--- config.mk ---
export PLATFORM = sky130hd
export DESIGN_NAME = control_sequencer
export DESIGN_NICKNAME = d
export VERILOG_FILES = /design/src/rtl/control_sequencer.sv
export SDC_FILE = /design/constraint.sdc
export NUM_CORES = 1
export LEC_CHECK = 0
export BUFFER_PORTS_ARGS = -buffer_cell sky130_fd_sc_hd__buf_2
export CORE_MARGIN = 1.5
export CORE_UTILIZATION = 48
export CTS_CLUSTER_DIAMETER = 60
export CTS_CLUSTER_SIZE = 20
export DETAILED_ROUTE_END_ITERATION = 8
export PLACE_DENSITY = 0.95
export SKIP_LAST_GASP = 1
export SYNTH_ARGS = -nofsm -noshare
export SYNTH_HDL_FRONTEND = slang
export SYNTH_SLANG_ARGS = --single-unit
--- constraint.sdc ---
create_clock -name clock -period 5.22 [get_ports clock]
set_clock_uncertainty 0.05 [all_clocks]
set_input_delay 0.522 -clock clock [delete_from_list [all_inputs] [get_ports clock]]
set_output_delay 0.522 -clock clock [all_outputs]
set_load 0.01 [all_outputs]
--- src/rtl/control_sequencer.sv ---
// Hardwired control unit: fetch, decode IR[31:27], step T0..T7 and drive
// datapath/select_encode strobes. Outputs are decoded from the registered
// state and the current opcode, so each strobe is stable for a whole state.
module control_sequencer #(
  parameter int         OP_W     = 5,
  parameter logic [4:0] ALU_ADD  = 5'b00011,
  parameter int         MEM_WAIT = 0
) (
  input  logic        clock,
  input  logic        reset,
  input  logic [31:0] IR,
  input  logic        CON_FF,
  input  logic        stop,
  output logic        PCout,
  output logic        PCin,
  output logic        IncPC,
  output logic        MARin,
  output logic        MDRin,
  output logic        MDRout,
  output logic        IRin,
  output logic        Read,
  output logic        Write,
  output logic        Yin,
  output logic        Zin,
  output logic        Zlowout,
  output logic        Cout,
  output logic        HIout,
  output logic        LOout,
  output logic        CONin,
  output logic        Gra,
  output logic        Grb,
  output logic        Grc,
  output logic        Rin,
  output logic        Rout,
  output logic        BAout,
  output logic [4:0]  alu_op,
  output logic        Run,
  output logic        Clear
);

  typedef enum logic [3:0] {
    S_RST, S_T0, S_T1, S_T2, S_T3, S_T4, S_T5, S_T6, S_T7, S_PAUSE, S_HALT
  } state_e;

  typedef enum logic [4:0] {
    OP_LD   = 5'b00000, OP_LDI  = 5'b00001, OP_ST   = 5'b00010,
    OP_ADD  = 5'b00011, OP_SUB  = 5'b00100, OP_AND  = 5'b00101,
    OP_OR   = 5'b00110, OP_ADDI = 5'b01100, OP_ANDI = 5'b01101,
    OP_ORI  = 5'b01110, OP_BR   = 5'b10010, OP_JR   = 5'b10011,
    OP_MFHI = 5'b10111, OP_MFLO = 5'b11000, OP_NOP  = 5'b11010,
    OP_HALT = 5'b11011
  } op_e;

  typedef enum logic [3:0] {
    C_NOP, C_ALU, C_IMM, C_LDI, C_LD, C_ST, C_BR, C_JR, C_MFHI, C_MFLO, C_HALT
  } cls_e;

  localparam logic [1:0] WAIT_N = MEM_WAIT[1:0];

  state_e          state_q, state_d;
  logic [1:0]      wait_q, wait_d;
  logic [OP_W-1:0] opc;
  cls_e            cls;
  logic [4:0]      imm_op;
  logic            mem_state, hold, last;
  logic            unused_ir;

  assign opc       = IR[31 -: OP_W];
  assign unused_ir = ^IR[31-OP_W:0];

  // Opcode classification; unlisted opcodes fall through to nop
  always_comb begin
    cls    = C_NOP;
    imm_op = '0;
    case (opc)
      OP_LD:                        cls = C_LD;
      OP_LDI:                       cls = C_LDI;
      OP_ST:                        cls = C_ST;
      OP_ADD, OP_SUB, OP_AND, OP_OR: cls = C_ALU;
      OP_ADDI: begin cls = C_IMM; imm_op = OP_ADD; end
      OP_ANDI: begin cls = C_IMM; imm_op = OP_AND; end
      OP_ORI:  begin cls = C_IMM; imm_op = OP_OR;  end
      OP_BR:                        cls = C_BR;
      OP_JR:                        cls = C_JR;
      OP_MFHI:                      cls = C_MFHI;
      OP_MFLO:                      cls = C_MFLO;
      OP_HALT:                      cls = C_HALT;
      default:                      cls = C_NOP;
    endcase
  end

  // Memory-access states are stretched by MEM_WAIT; last step ends the instruction
  always_comb begin
    mem_state = (state_q == S_T1) ||
                (state_q == S_T6 && cls == C_LD) ||
                (state_q == S_T7 && cls == C_ST);
    hold = mem_state && (wait_q != WAIT_N);
    case (cls)
      C_ALU, C_IMM, C_LDI:   last = (state_q == S_T5);
      C_LD, C_ST:            last = (state_q == S_T7);
      C_BR:                  last = (state_q == S_T6);
      C_JR, C_MFHI, C_MFLO:  last = (state_q == S_T3);
      default:               last = (state_q == S_T2);
    endcase
  end

  // Next-state selection; the wait counter clears whenever the state advances
  always_comb begin
    state_d = state_q;
    wait_d  = '0;
    if (hold) begin
      wait_d = wait_q + 2'd1;
    end else begin
      case (state_q)
        S_RST:   state_d = S_T0;
        S_T0:    state_d = S_T1;
        S_PAUSE: state_d = stop ? S_PAUSE : S_T0;
        S_HALT:  state_d = S_HALT;
        default: begin
          if (state_q == S_T2 && cls == C_HALT) state_d = S_HALT;
          else if (last)                         state_d = stop ? S_PAUSE : S_T0;
          else                                   state_d = state_e'(state_q + 4'd1);
        end
      endcase
    end
  end

  // State and wait-counter registers with synchronous reset
  always_ff @(posedge clock) begin
    if (reset) begin
      state_q <= S_RST;
      wait_q  <= '0;
    end else begin
      state_q <= state_d;
      wait_q  <= wait_d;
    end
  end

  // Strobe decode from state and opcode class
  always_comb begin
    {PCout, PCin, IncPC, MARin, MDRin, MDRout, IRin, Read, Write} = '0;
    {Yin, Zin, Zlowout, Cout, HIout, LOout, CONin}                = '0;
    {Gra, Grb, Grc, Rin, Rout, BAout}                             = '0;
    alu_op = '0;
    Run    = !(state_q == S_RST || state_q == S_PAUSE || state_q == S_HALT);
    Clear  = (state_q == S_RST);
    case (state_q)
      S_T0: begin PCout = 1'b1; MARin = 1'b1; IncPC = 1'b1; Zin = 1'b1; alu_op = ALU_ADD; end
      S_T1: begin Zlowout = 1'b1; PCin = 1'b1; Read = 1'b1; MDRin = 1'b1; end
      S_T2: begin MDRout = 1'b1; IRin = 1'b1; end
      S_T3: case (cls)
        C_ALU, C_IMM:      begin Grb = 1'b1; Rout = 1'b1; Yin = 1'b1; end
        C_LDI, C_LD, C_ST: begin Grb = 1'b1; BAout = 1'b1; Yin = 1'b1; end
        C_BR:              begin Gra = 1'b1; Rout = 1'b1; CONin = 1'b1; end
        C_JR:              begin Gra = 1'b1; Rout = 1'b1; PCin = 1'b1; end
        C_MFHI:            begin HIout = 1'b1; Gra = 1'b1; Rin = 1'b1; end
        C_MFLO:            begin LOout = 1'b1; Gra = 1'b1; Rin = 1'b1; end
        default: ;
      endcase
      S_T4: case (cls)
        C_ALU:             begin Grc = 1'b1; Rout = 1'b1; Zin = 1'b1; alu_op = 5'(opc); end
        C_IMM:             begin Cout = 1'b1; Zin = 1'b1; alu_op = imm_op; end
        C_LDI, C_LD, C_ST: begin Cout = 1'b1; Zin = 1'b1; alu_op = ALU_ADD; end
        C_BR:              begin PCout = 1'b1; Yin = 1'b1; end
        default: ;
      endcase
      S_T5: case (cls)
        C_ALU, C_IMM, C_LDI: begin Zlowout = 1'b1; Gra = 1'b1; Rin = 1'b1; end
        C_LD, C_ST:          begin Zlowout = 1'b1; MARin = 1'b1; end
        C_BR:                begin Cout = 1'b1; Zin = 1'b1; alu_op = ALU_ADD; end
        default: ;
      endcase
      S_T6: case (cls)
        C_LD: begin Read = 1'b1; MDRin = 1'b1; end
        C_ST: begin Gra = 1'b1; Rout = 1'b1; MDRin = 1'b1; end
        C_BR: begin Zlowout = CON_FF; PCin = CON_FF; end
        default: ;
      endcase
      S_T7: case (cls)
        C_LD: begin MDRout = 1'b1; Gra = 1'b1; Rin = 1'b1; end
        C_ST: Write = 1'b1;
        default: ;
      endcase
      default: ;
    endcase
  end

endmodule
==> results, run 1 <==
- The per-instance average area after synthesis is 7.11 um2.
- The total global routing overflow is 0.
- The tree is rooted in a sky130_fd_sc_hd__clkbuf_4.
- The total of hold buffers inserted after clock tree synthesis is 0.
- The worst setup path is launched from a flop.
- The biggest area contributor in the post-synthesis netlist is sky130_fd_sc_hd__dfxtp_1.
- The largest individual stage delay along the critical path comes from the cell sky130_fd_sc_hd__dfxtp_1.
- Port buffering added 35 buffers.
- Synthesis produced 165 cells.
- The share of the clock period used by the worst path is 53.8%.
- The startpoint-to-endpoint class of the critical path is reg -> out.
- The die covers 2750 um2.
- The data required time at the worst endpoint is 4.65 ns.
- The routed design could run at a clock period as short as 2.81 ns.
- The fmax is 356 MHz.
- The cell type group with the largest total delay on the critical path is simple AND/OR/NAND/NOR gates.
- The largest fanout on the critical path is 15.
- The number of enable flip-flop cells after synthesis is 0.
- The total clock sinks is 6.
- Once the clock tree was built, the resizer swapped 0 gates to a different size.
- Among all flip-flop cells after synthesis, the most frequent one is sky130_fd_sc_hd__dfxtp_1.
- The number of antenna violations at the first check in global routing is 0.
- The proportion of register bits with asynchronous set or reset after synthesis is 0%.
- For this design the ratio of total power to cell area is 340 nW/um2.
- Setup repair after global routing left no endpoint under its margin.
- The first routing iteration left 39 violations.
- The area growth from synthesis to layout is 13.8%.
- 65 I/O pins were placed.
- Once the clock tree was built, the setup fixing pass inserted 0 buffers.
- During synthesis, Yosys emitted a total of 0 warnings.
- TritonCTS built the clock tree.
- In the final layout, the multi-input gates occupy 930 um2.
- The aggregate routed wire length is 3170 um.
- For this run, the slowest stage of the critical path takes 0.58 ns.
- The overall fraction of global-route tracks in use is 23.7%.
- In the final layout, the share of cells above drive strength 1 is 26.2%.
- The maximum ir drop on the vdd rail is 0.000325 V.
- The count of pins over their slew limit was 0.
- The floorplan step set the die width to 52.4 um.
- Max-cap violations in this run came to 0.
- After routing, the total negative slack on setup checks comes to 0 ns.
- The hold violation total from the final report is 0.
- Once layout is done, the placed cells without fillers occupy 1340 um2.
- The register bit count reported by yosys is 6.
- The number of global-route vias before repair is 1202.
- The leakage dissipation is 0.601 nW.
- The post-layout net count is 234.
- After detailed placement, the total cell area comes to 1310 um2.
- The overall via count from detail_route is 1360.
- The most frequent cell after synthesis is sky130_fd_sc_hd__inv_1.
- At the worst endpoint, the arrival time is 2.24 ns.
- The total design power is 0.000455 W.
- The die is 52.4 um tall.
- In this run the tightest slew margin relative to its limit is 68.3%.
- The number of design rule violations left after detail routing is 0.
- The routability congestion estimate from global placement is 0.864.
- The HPWL after detailed placement is 2420 um.
- Clock-pin slew was measured on the worst setup and hold paths at 0.04 ns.
- The post-synth design cell area is 1170 um2.
- The combined flip-flop and latch cell area is 120 um2.
- The sequential share of the synthesized area is 10.2%.
- After synthesis, the most frequently instantiated cells are sky130_fd_sc_hd__inv_1 (14), sky130_fd_sc_hd__nand2_1 (13), sky130_fd_sc_hd__nor2_1 (13), sky130_fd_sc_hd__nor3_1 (10), sky130_fd_sc_hd__o21ai_0 (8).
- The min-delay analysis places its worst path in the category reg -> reg.
- The final count of negative-setup-slack endpoints is 0.
- The first global-routing pass estimated 5040 um of wire.
- Entering global routing, the biggest net connects 19 pins.
- At the pin with the least slew margin, the transition time is 0.464 ns.
- The element type at the critical path end is a primary output.
- The count of nets left with antenna violations once routing finished came out at 0.
- CTS built an H-tree with a depth of 1.
- The run finished with clean final reports.
- The critical path goes through nor2b_1 > nand2_1 > or2_2 > nor3_1 > nand3b_1 > buf_2.
- The average detailed-routed wire length per instance is 14.5 um.
- The number of buffers inserted during clock tree synthesis is 3.
- The share of synthesized area in the top cell type comes to 10.2%.
- The clock reaches the later pin of the worst-skew pair after 0.25 ns.
- The final-layout fill cell count is 206.
- The area of the core region is 2250 um2.
- The number of antenna diodes in the final layout is 0.
- Sorting the synthesized cells by area gives the leading types as sky130_fd_sc_hd__dfxtp_1 (10%), sky130_fd_sc_hd__ha_1 (5.3%), sky130_fd_sc_hd__inv_1 (4.5%).
- The routed via count divided by cell count is 6.21.
- The total number of placement rows is 17.
- The number of unique standard cell types used by synthesis is 59.
- The first TritonRoute pass finished after 4 iterations.
- The number of buffers and inverters on the critical path is 1.
- The effective utilization at floorplan is 52.1%.
- The clock passes through at most 2 buffers.
## where the power goes
group          internal, W  switching [W]
Sequential       0.0000568      0.0000229
Clock            0.0000260      0.0000166
Combinational     0.000139       0.000194
Total             0.000221       0.000233
## per-stage QoR
stage / setup slack (ns) / utilization [%] / std cells / hold slack, ns
2_1_floorplan: 2.97 / - / 166 / 0.348
3_3_place_gp: 2.60 / 58.2 / 216 / 0.364
3_5_place_dp: 2.56 / 58.2 / 216 / 0.361
4_1_cts: 2.42 / 59.2 / 219 / 0.367
5_1_grt: 2.20 / 59.2 / 219 / 0.436
6_report: 2.41 / 59.2 / 219 / 0.368
## cell usage in the layout, fill, tap and decap left out, types with 3 or more instances in the layout
| master | n |
|---|---|
| sky130_fd_sc_hd__nor3_1 | 10 |
| sky130_fd_sc_hd__nand2b_1 | 4 |
| sky130_fd_sc_hd__a31oi_1 | 3 |
| sky130_fd_sc_hd__ha_1 | 5 |
| sky130_fd_sc_hd__nand2_1 | 13 |
| sky130_fd_sc_hd__clkbuf_4 | 3 |
| sky130_fd_sc_hd__o22ai_1 | 3 |
| sky130_fd_sc_hd__o21ai_0 | 8 |
| sky130_fd_sc_hd__o31ai_1 | 3 |
| sky130_fd_sc_hd__buf_2 | 35 |
| sky130_fd_sc_hd__a21o_1 | 3 |
| sky130_fd_sc_hd__nand3_1 | 3 |
| sky130_fd_sc_hd__nor3b_1 | 4 |
| sky130_fd_sc_hd__or2_2 | 3 |
| sky130_fd_sc_hd__nor2_1 | 13 |
| sky130_fd_sc_hd__nor2b_1 | 5 |
| sky130_fd_sc_hd__a21oi_1 | 5 |
| sky130_fd_sc_hd__nand3b_1 | 4 |
| sky130_fd_sc_hd__dfxtp_1 | 6 |
| sky130_fd_sc_hd__inv_1 | 14 |
## area by class of cell
| class | count | share of cell area (%) |
|---|---|---|
| Timing Repair Buffer | 35 | 13.1 |
| Multi-Input combinational cell | 133 | 69.6 |
| Inverter | 14 | 3.94 |
| Sequential cell | 6 | 9.00 |
| Tap cell | 28 | 2.62 |
| Clock buffer | 3 | 1.69 |
## registers in the layout (all words and copies together) (netlist names)
register,count
state_q,4
wait_q,2
## path summary, 6_finish.rpt
path	from	endpoint	slack, ns	depth (start not counted)
min reg2reg	wait_q[0]$_SDFF_PP0_	wait_q[0]$_SDFF_PP0_	0.37	1
max	state_q[2]$_SDFFE_PP0P_	Rout	2.41	6
max reg2reg	state_q[0]$_SDFFE_PP0P_	state_q[2]$_SDFFE_PP0P_	2.89	7
min	wait_q[0]$_SDFF_PP0_	wait_q[0]$_SDFF_PP0_	0.37	1
## metal layers
layer / GRT usage [%] / wire (um) / part of all wire [%] / vias up
met5: 0 / 0 / 0 / -
met4: 6.84 / 0 / 0 / 0
met3: 4.57 / 222 / 7.0 / 0
met2: 41.5 / 1580 / 50 / 61
met1: 29.0 / 1370 / 43 / 640
li1: - / - / - / 659
## logic make-up after synthesis
family          count (synthesis)  share of synthesized area (%)
other cells                     1                          0.320
flops                           6                           10.2
mux                             2                           1.81
simple gates                   76                           40.8
fa+ha+maj                       5                           5.33
compound gates                 45                           28.4
xor+xnor                        3                           2.24
buf+inv                        27                           10.9
Power figures use the tool's default switching activity.
==> inputs of run 2 (changes only) <==
--- a/config.mk
+++ b/config.mk
@@ -7,11 +7,11 @@
 export LEC_CHECK = 0
 export BUFFER_PORTS_ARGS = -buffer_cell sky130_fd_sc_hd__buf_2
 export CORE_MARGIN = 1.5
-export CORE_UTILIZATION = 48
+export CORE_UTILIZATION = 45
 export CTS_CLUSTER_DIAMETER = 60
 export CTS_CLUSTER_SIZE = 20
 export DETAILED_ROUTE_END_ITERATION = 8
-export PLACE_DENSITY = 0.95
+export PLACE_DENSITY = 0.9
 export SKIP_LAST_GASP = 1
 export SYNTH_ARGS = -nofsm -noshare
 export SYNTH_HDL_FRONTEND = slang
==> constraint.sdc (replaced) <==
create_clock -name clock -period 2.6 [get_ports clock]
set_clock_uncertainty 0.05 [all_clocks]
set_input_delay 0.26 -clock clock [delete_from_list [all_inputs] [get_ports clock]]
set_output_delay 0.26 -clock clock [all_outputs]
set_load 0.01 [all_outputs]
==> run 2 against run 1 <==
Total power increased by 100%. Sequential power increased by 100%. Flip-flop and latch count unchanged. Die area increased by 6.3%. Hold slack got worse by 0.16 ns. Critical path depth increased by 2. Combinational power increased by 100%. Clock power increased by 100%. Clock-buffer cell count unchanged. Largest power group unchanged.
==> results, run 2 (synthesized netlist as in run 1, its figures left out) <==
- The leading cell type in the layout, fill and taps excluded is sky130_fd_sc_hd__buf_2.
- STA classifies the critical path endpoint as a primary output.
- The startpoint-to-endpoint class of the critical path is reg -> out.
- The post-CTS setup repair buffer count is 0 (unchanged).
- The portion of total power attributed to combinational logic came to 73.0% (about the same).
- Counting flops per register, the top entry is state_q.
- The routability congestion estimate from global placement is 0.856 (-0.87%).
- The largest registers in the layout are state_q: 4 flops, wait_q: 2 flops.
- The number of antenna violations at the first check in global routing is 0 (unchanged).
- The largest fanout on the critical path is 8 (-7).
- The maximum number of pins on one net before global-route repair is 19 (unchanged).
- The data required time at the worst endpoint is 2.29 ns (-2.36 ns).
- The total global routing overflow is 0 (unchanged).
- The routed via count divided by cell count is 6.32 (+1.8%).
- The number of input and output port buffers inserted was 35 (unchanged).
- The maximum ir drop on the vdd rail is 0.000537 V (+65%).
- The smallest clock period supported by the final layout is computed as 2.36 ns.
- The number of search-and-repair iterations in the first detailed-routing pass is 4 (unchanged).
- The share of the clock period used by the worst path is 90.7%.
- The number of global-route vias before repair was 1142 (-5.0%).
- The flip-flop count of the largest register, all copies and words added is 4 (unchanged).
- The post-layout net count is 235 (+0.43%).
- The share of post-route cells with drive strength above 1 is 27.6% (+1.4 points).
- The effective utilization at floorplan is 47.4% (-4.7 points).
- The overall via count from detail_route is 1403 (+3.2%).
- The final-layout fill cell count came to 263 (+28%).
- The min-delay analysis places its worst path in the category in -> reg.
- The number of levels in the clock H-tree is 1 (unchanged).
- TritonCTS built the clock tree.
- The average detailed-routed wire length per instance was 14.7 um (+1.7%).
- The number of top-level pins is 65 (unchanged).
- The count of pins over their slew limit is 0 (unchanged).
- The tree is rooted in a sky130_fd_sc_hd__clkbuf_4.
- The flow ran to the end, and the final reports show no timing, DRC or antenna violations.
- The relative contribution of sequential cells to total power is 17.5% (about the same).
- The area growth from synthesis to layout is 14.9%.
- The number of buffers on the longest clock path is 2 (unchanged).
- Setup repair after global routing left no endpoint under its margin.
- For this run, the top clock speed supported by timing is 424 MHz.
- The detailed placement HPWL came to 2470 um (+2.4%).
- The sum of negative setup slack is 0 ns (unchanged).
- The number of buffers inserted during clock tree synthesis came to 3 (unchanged).
- The total number of placement rows is 18 (+1).
- The hold violation total from the final report came to 0 (unchanged).
- The reported max-cap violation count is 0 (unchanged).
- The ratio of total power to cell area is 681 nW/um2 (+100%).
- The part of the power in the clock network is 9.5% (about the same).
- The chip width is 54.1 um (+3.1%).
- The worst path arrival time is 2.05 ns (-0.19 ns).
- The y dimension of the die is 54.1 um (+3.1%).
- The internal power component is 0.000451 W (+100%).
- The number of DRC markers in iteration 0 was 39 (unchanged).
- The number of inserted diodes is 0 (unchanged).
- The die area is 2920 um2 (+6.3%).
- The switching power summed over all nets is 0.000467 W (+100%).
- The aggregate routed wire length is 3270 um (+3.1%).
- The total clock sinks is 6 (unchanged).
- The wire length of the first global-routing pass is 5020 um (-0.42%).
- The kind of start point of the critical path is a flop.
- The overall fraction of global-route tracks in use came to 22.7% (-0.96 points).
- The number of design rule violations left after detail routing is 0 (unchanged).
- The area of the core region is 2480 um2 (+9.9%).
- The leakage dissipation is 0.605 nW (+0.79%).
- The number of nets still failing antenna checks after routing is 0 (unchanged).
- In the layout the commonest cells are sky130_fd_sc_hd__buf_2 (35), sky130_fd_sc_hd__inv_1 (14), sky130_fd_sc_hd__nor2_1 (13), sky130_fd_sc_hd__nand2_1 (13), sky130_fd_sc_hd__nor3_1 (10).
- The clock latency on the worst-skew pair is 0.24 ns (about the same).
- The final count of negative-setup-slack endpoints came to 0 (unchanged).
- The area occupied by multi-input gates is 932 um2 (+0.27%).
- The register clock-pin slew on the reported worst setup and hold paths is 0.05 ns (about the same).
- The combined flip-flop and latch cell area is 121 um2 (+1.0%).
- The switching portion of total power was 50.9% (-0.39 points).
- The total design power is 0.000918 W (+100%).
run 2: path summary, 6_finish.rpt:
kind                      startpoint  slack [ns]                      end  cells after the start
max          state_q[0]$_SDFFE_PP0P_        0.24                      Rin                      8
min                            reset        0.20  state_q[0]$_SDFFE_PP0P_                      2
max reg2reg  state_q[0]$_SDFFE_PP0P_        0.27  state_q[2]$_SDFFE_PP0P_                      7
min reg2reg     wait_q[0]$_SDFF_PP0_        0.37     wait_q[0]$_SDFF_PP0_                      1
run 2: timing repair:
action | in CTS | in global routing
hold buffers | 0 | 0
endpoints found under the setup margin | 0 | 3
gates resized for setup | 0 | 2
hold endpoints to repair | 0 | 0
run 2: critical path: stages, from the launching register on:
cell and delay [ns]:
sky130_fd_sc_hd__dfxtp_1 0.33, sky130_fd_sc_hd__inv_1 0.16, sky130_fd_sc_hd__ha_2 0.31, sky130_fd_sc_hd__nand4b_1 0.21, sky130_fd_sc_hd__nand2b_1 0.22, sky130_fd_sc_hd__nor3b_1 0.28, sky130_fd_sc_hd__nor3_1 0.07, sky130_fd_sc_hd__o21ai_0 0.08
sky130_fd_sc_hd__buf_2 0.15
run 2: area by class of cell:
type	count	area share, %
clock buffer	3	1.67
inverter	14	3.90
multi-input combinational	133	69.1
sequential	6	9.00
tap	30	2.78
timing repair buffer	36	13.5
run 2: per-layer routing:
metal / vias to the layer above / GRT usage, % / wire, um
li1: 661 / - / -
met1: 661 / 30.1 / 1450
met2: 75 / 37.8 / 1550
met3: 6 / 1.39 / 235
met4: 0 / 9.58 / 42
met5: - / 0 / 0
run 2: power by group through the flow:
stage	Combinational (W)	Clock, W	Sequential (W)
finish	0.000670	0.0000871	0.000160
global route	0.000742	0.0000929	0.000166
CTS	0.000659	0.0000915	0.000159
detailed placement	0.000657	0	0.000160
global placement	0.000638	0	0.000159
floorplan	0.000486	0	0.000132
run 2: metrics by stage:
| step | worst slack [ns] | hold slack [ns] | instances | cell area (um2) | utilization, % |
|---|---|---|---|---|---|
| 3_3_place_gp | 0.305 | 0.361 | 219 | 1320 | 53.4 |
| 3_5_place_dp | 0.188 | 0.368 | 219 | 1320 | 53.4 |
| 5_1_grt | 0.0439 | 0.231 | 222 | 1350 | 54.4 |
| 2_1_floorplan | 0.616 | 0.276 | 166 | 1180 | - |
| 4_1_cts | 0.124 | 0.189 | 222 | 1350 | 54.3 |
| 6_report | 0.241 | 0.204 | 222 | 1350 | 54.4 |
==> inputs of run 3 (changes only) <==
--- a/config.mk
+++ b/config.mk
@@ -6,6 +6,7 @@
 export NUM_CORES = 1
 export LEC_CHECK = 0
 export BUFFER_PORTS_ARGS = -buffer_cell sky130_fd_sc_hd__buf_2
+export CORE_ASPECT_RATIO = 1.1
 export CORE_MARGIN = 1.5
 export CORE_UTILIZATION = 45
 export CTS_CLUSTER_DIAMETER = 60
==> run 3 against run 2 <==
Design area about the same. Critical path depth unchanged. Combinational power fell by 2%. Via count down 5.1%. Maximum frequency decreased by 2.5%. Routed wire length shrank 9.0%. Worst setup slack got worse by 0.059 ns. Total power shrank 1.6%. Largest power group unchanged. Highest routed layer unchanged.
==> results, run 3 (synthesized netlist as in run 1, its figures left out) <==
- The run finished with clean final reports.
- The global routing met3 resource utilization came to 1.86% (+0.47 points).
- The internal power component is 0.000451 W (about the same).
- The number of inserted diodes was 0 (unchanged).
- The routed via count divided by cell count is 5.97 (-5.5%).
- The worst setup path is launched from a flop.
- The post-layout net count is 235 (unchanged).
- The switching portion of total power was 50.1% (-0.77 points).
- The number of input and output port buffers inserted is 35 (unchanged).
- The part of the power in the clock network is 10.1% (+0.6 points).
- The number of top-level pins was 65 (unchanged).
- The endpoint identified for the worst register-to-register timing path is state_q[2]$_SDFFE_PP0P_.
- The TritonCTS clock tree is built.
- The y dimension of the die is 56.6 um (+4.6%).
- The filler-free cell count of the finished design is 223 (+0.45%).
- The effective utilization at floorplan was 47.0% (-0.36 points).
- The portion of total power attributed to combinational logic is 72.4% (-0.6 points).
- The data required time at the worst endpoint is 2.29 ns (about the same).
- The largest fanout on the critical path is 8 (unchanged).
- The number of buffers on the longest clock path is 2 (unchanged).
- The detailed placement HPWL is 2330 um (-6.0%).
- The number of search-and-repair iterations in the first detailed-routing pass is 4 (unchanged).
- The launch point of the worst path is state_q[0]$_SDFFE_PP0P_.
- The total clock sinks is 6 (unchanged).
- Clock tree synthesis selected as its root buffer the cell sky130_fd_sc_hd__clkbuf_4.
- The relative contribution of sequential cells to total power is 17.5% (about the same).
- The count of placed standard cells including taps is 220 (+0.46%).
- The clock latency on the worst-skew pair is 0.25 ns (about the same).
- The ratio of total power to cell area is 669 nW/um2 (-1.7%).
- The final count of negative-setup-slack endpoints came to 0 (unchanged).
- met2 is the most crowded layer.
- The final worst-path setup slack was 0.181 ns (-0.0593 ns).
- The number of antenna violations at the first check in global routing came to 0 (unchanged).
- The time the final worst path needs with I/O delays and setup was 2.42 ns (+0.0593 ns).
- The total global routing overflow was 0 (unchanged).
- The area growth from synthesis to layout is 15.0% (about the same).
- The number of global-route vias before repair is 1126 (-1.4%).
- The sum of negative setup slack is 0 ns (unchanged).
- The switching power summed over all nets came to 0.000453 W (-3.1%).
- The aggregate routed wire length is 2970 um (-9.0%).
- The worst setup path is of the reg -> out kind.
- The met2 usage is 34.6% (-3.2 points).
- The global-route track usage on met1 is 27.2% (-2.9 points).
- The maximum number of pins on one net before global-route repair is 19 (unchanged).
- The reported max-cap violation count is 0 (unchanged).
- The flip-flop count of the largest register, all copies and words added was 4 (unchanged).
- The maximum ir drop on the vdd rail is 0.000500 V (-6.9%).
- In the layout the commonest cells are sky130_fd_sc_hd__buf_2 (35), sky130_fd_sc_hd__inv_1 (14), sky130_fd_sc_hd__nor2_1 (13), sky130_fd_sc_hd__nand2_1 (13), sky130_fd_sc_hd__nor3_1 (10).
- The wire length of the first global-routing pass is 4850 um (-3.3%).
- The chip width is 51.7 um (-4.4%).
- The number of design rule violations left after detail routing is 0 (unchanged).
- The depth of the worst register-to-register path came to 7 (unchanged).
- The share of the clock period used by the worst path was 93.0% (+2.3 points).
- The most flop-heavy register is state_q.
- The total number of placement rows came to 19 (+1).
- Setup repair after global routing left no endpoint under its margin.
- The number of DRC markers in iteration 0 is 45 (+15%).
- The routability congestion estimate from global placement is 0.941 (+9.9%).
- The worst setup path endpoint is Rin.
- STA classifies the critical path endpoint as a primary output.
- The area of the core region is 2500 um2 (+0.76%).
- The minimum setup slack among reg-to-reg paths is 0.40 ns (+0.13 ns).
- The leakage dissipation was 0.605 nW (unchanged).
- The number of levels in the clock H-tree came to 1 (unchanged).
- The die area is 2920 um2 (about the same).
- The overall fraction of global-route tracks in use was 20.9% (-1.9 points).
- The number of nets still failing antenna checks after routing is 0 (unchanged).
- The post-CTS setup repair buffer count is 0 (unchanged).
- The share of post-route cells with drive strength above 1 is 27.6% (unchanged).
- The overall via count from detail_route was 1332 (-5.1%).
- The fmax was 413 MHz (-2.5%).
- The post-placement worst setup slack is 0.330 ns (+0.142 ns).
- The hold violation total from the final report is 0 (unchanged).
- The worst flop-to-flop path startpoint is state_q[0]$_SDFFE_PP0P_.
- The worst path arrival time was 2.11 ns (+0.06 ns).
- The largest registers in the layout are state_q: 4 flops, wait_q: 2 flops.
- The average detailed-routed wire length per instance is 13.3 um (-9.4%).
- Leaving out fill and tap cells, the most frequent cell in the layout is sky130_fd_sc_hd__buf_2.
- The worst hold path belongs to the class in -> reg.
- The register clock-pin slew on the reported worst setup and hold paths is 0.05 ns (about the same).
- The number of buffers inserted during clock tree synthesis is 3 (unchanged).
- The count of pins over their slew limit is 0 (unchanged).
==> run 3: how the worst min path moves through the flow <==
stage / start / to / slack (ns) / cells past startpoint
floorplan: reset / state_q[0]$_SDFFE_PP0P_ / 0.28 / 1
global placement: wait_q[0]$_SDFF_PP0_ / wait_q[0]$_SDFF_PP0_ / 0.36 / 1
detailed placement: wait_q[0]$_SDFF_PP0_ / wait_q[0]$_SDFF_PP0_ / 0.37 / 1
CTS: reset / state_q[0]$_SDFFE_PP0P_ / 0.20 / 2
global route: reset / state_q[0]$_SDFFE_PP0P_ / 0.22 / 2
finish: reset / state_q[0]$_SDFFE_PP0P_ / 0.21 / 2
==> run 3: final cells by class <==
type                       instances  area, um2
fill                             271       1150
tap                               31       38.8
inverter                          14       52.6
clock buffer                       3       22.5
timing repair buffer              36        183
sequential                         6        121
multi-input combinational        133        932
==> run 3: through the flow <==
stage | instance area [um2] | util, % | power (W) | hold slack, ns
3_3_place_gp | 1320 | 53.0 | 0.000795 | 0.364
5_1_grt | 1350 | 54.1 | 0.000978 | 0.222
4_1_cts | 1350 | 53.9 | 0.000901 | 0.203
2_1_floorplan | 1180 | - | 0.000619 | 0.276
3_5_place_dp | 1320 | 53.0 | 0.000806 | 0.368
6_report | 1350 | 54.1 | 0.000904 | 0.210
==> run 3: metal layers <==
layer | routed length, um | vias up | share of wire [%]
met5 | 0 | - | 0
met4 | 56 | 0 | 1.9
met3 | 172 | 7 | 5.8
met2 | 1430 | 50 | 48
met1 | 1310 | 611 | 44
li1 | - | 664 | -
==> run 3: worst max-delay path: stages, from the launching register on <==
cell and delay [ns]:
sky130_fd_sc_hd__dfxtp_1 0.33, sky130_fd_sc_hd__inv_1 0.17, sky130_fd_sc_hd__ha_2 0.29, sky130_fd_sc_hd__nand4b_1 0.22, sky130_fd_sc_hd__nand2b_1 0.24, sky130_fd_sc_hd__nor3b_1 0.29
sky130_fd_sc_hd__nor3_1 0.08, sky130_fd_sc_hd__o21ai_0 0.08, sky130_fd_sc_hd__buf_2 0.16
==> run 3: power by group through the flow <==
stage / registers, W / logic (W) / clock network (W)
after global routing: 0.000164 / 0.000721 / 0.0000937
after floorplan: 0.000132 / 0.000486 / 0
after global placement: 0.000157 / 0.000638 / 0
final: 0.000158 / 0.000655 / 0.0000910
after CTS: 0.000156 / 0.000652 / 0.0000935
after detailed placement: 0.000158 / 0.000648 / 0
==> run 3: timing repair <==
item / 4_1_cts / 5_1_grt
resized for setup: 0 / 2
endpoints found under the setup margin: 0 / 2
hold buffers: 0 / 0
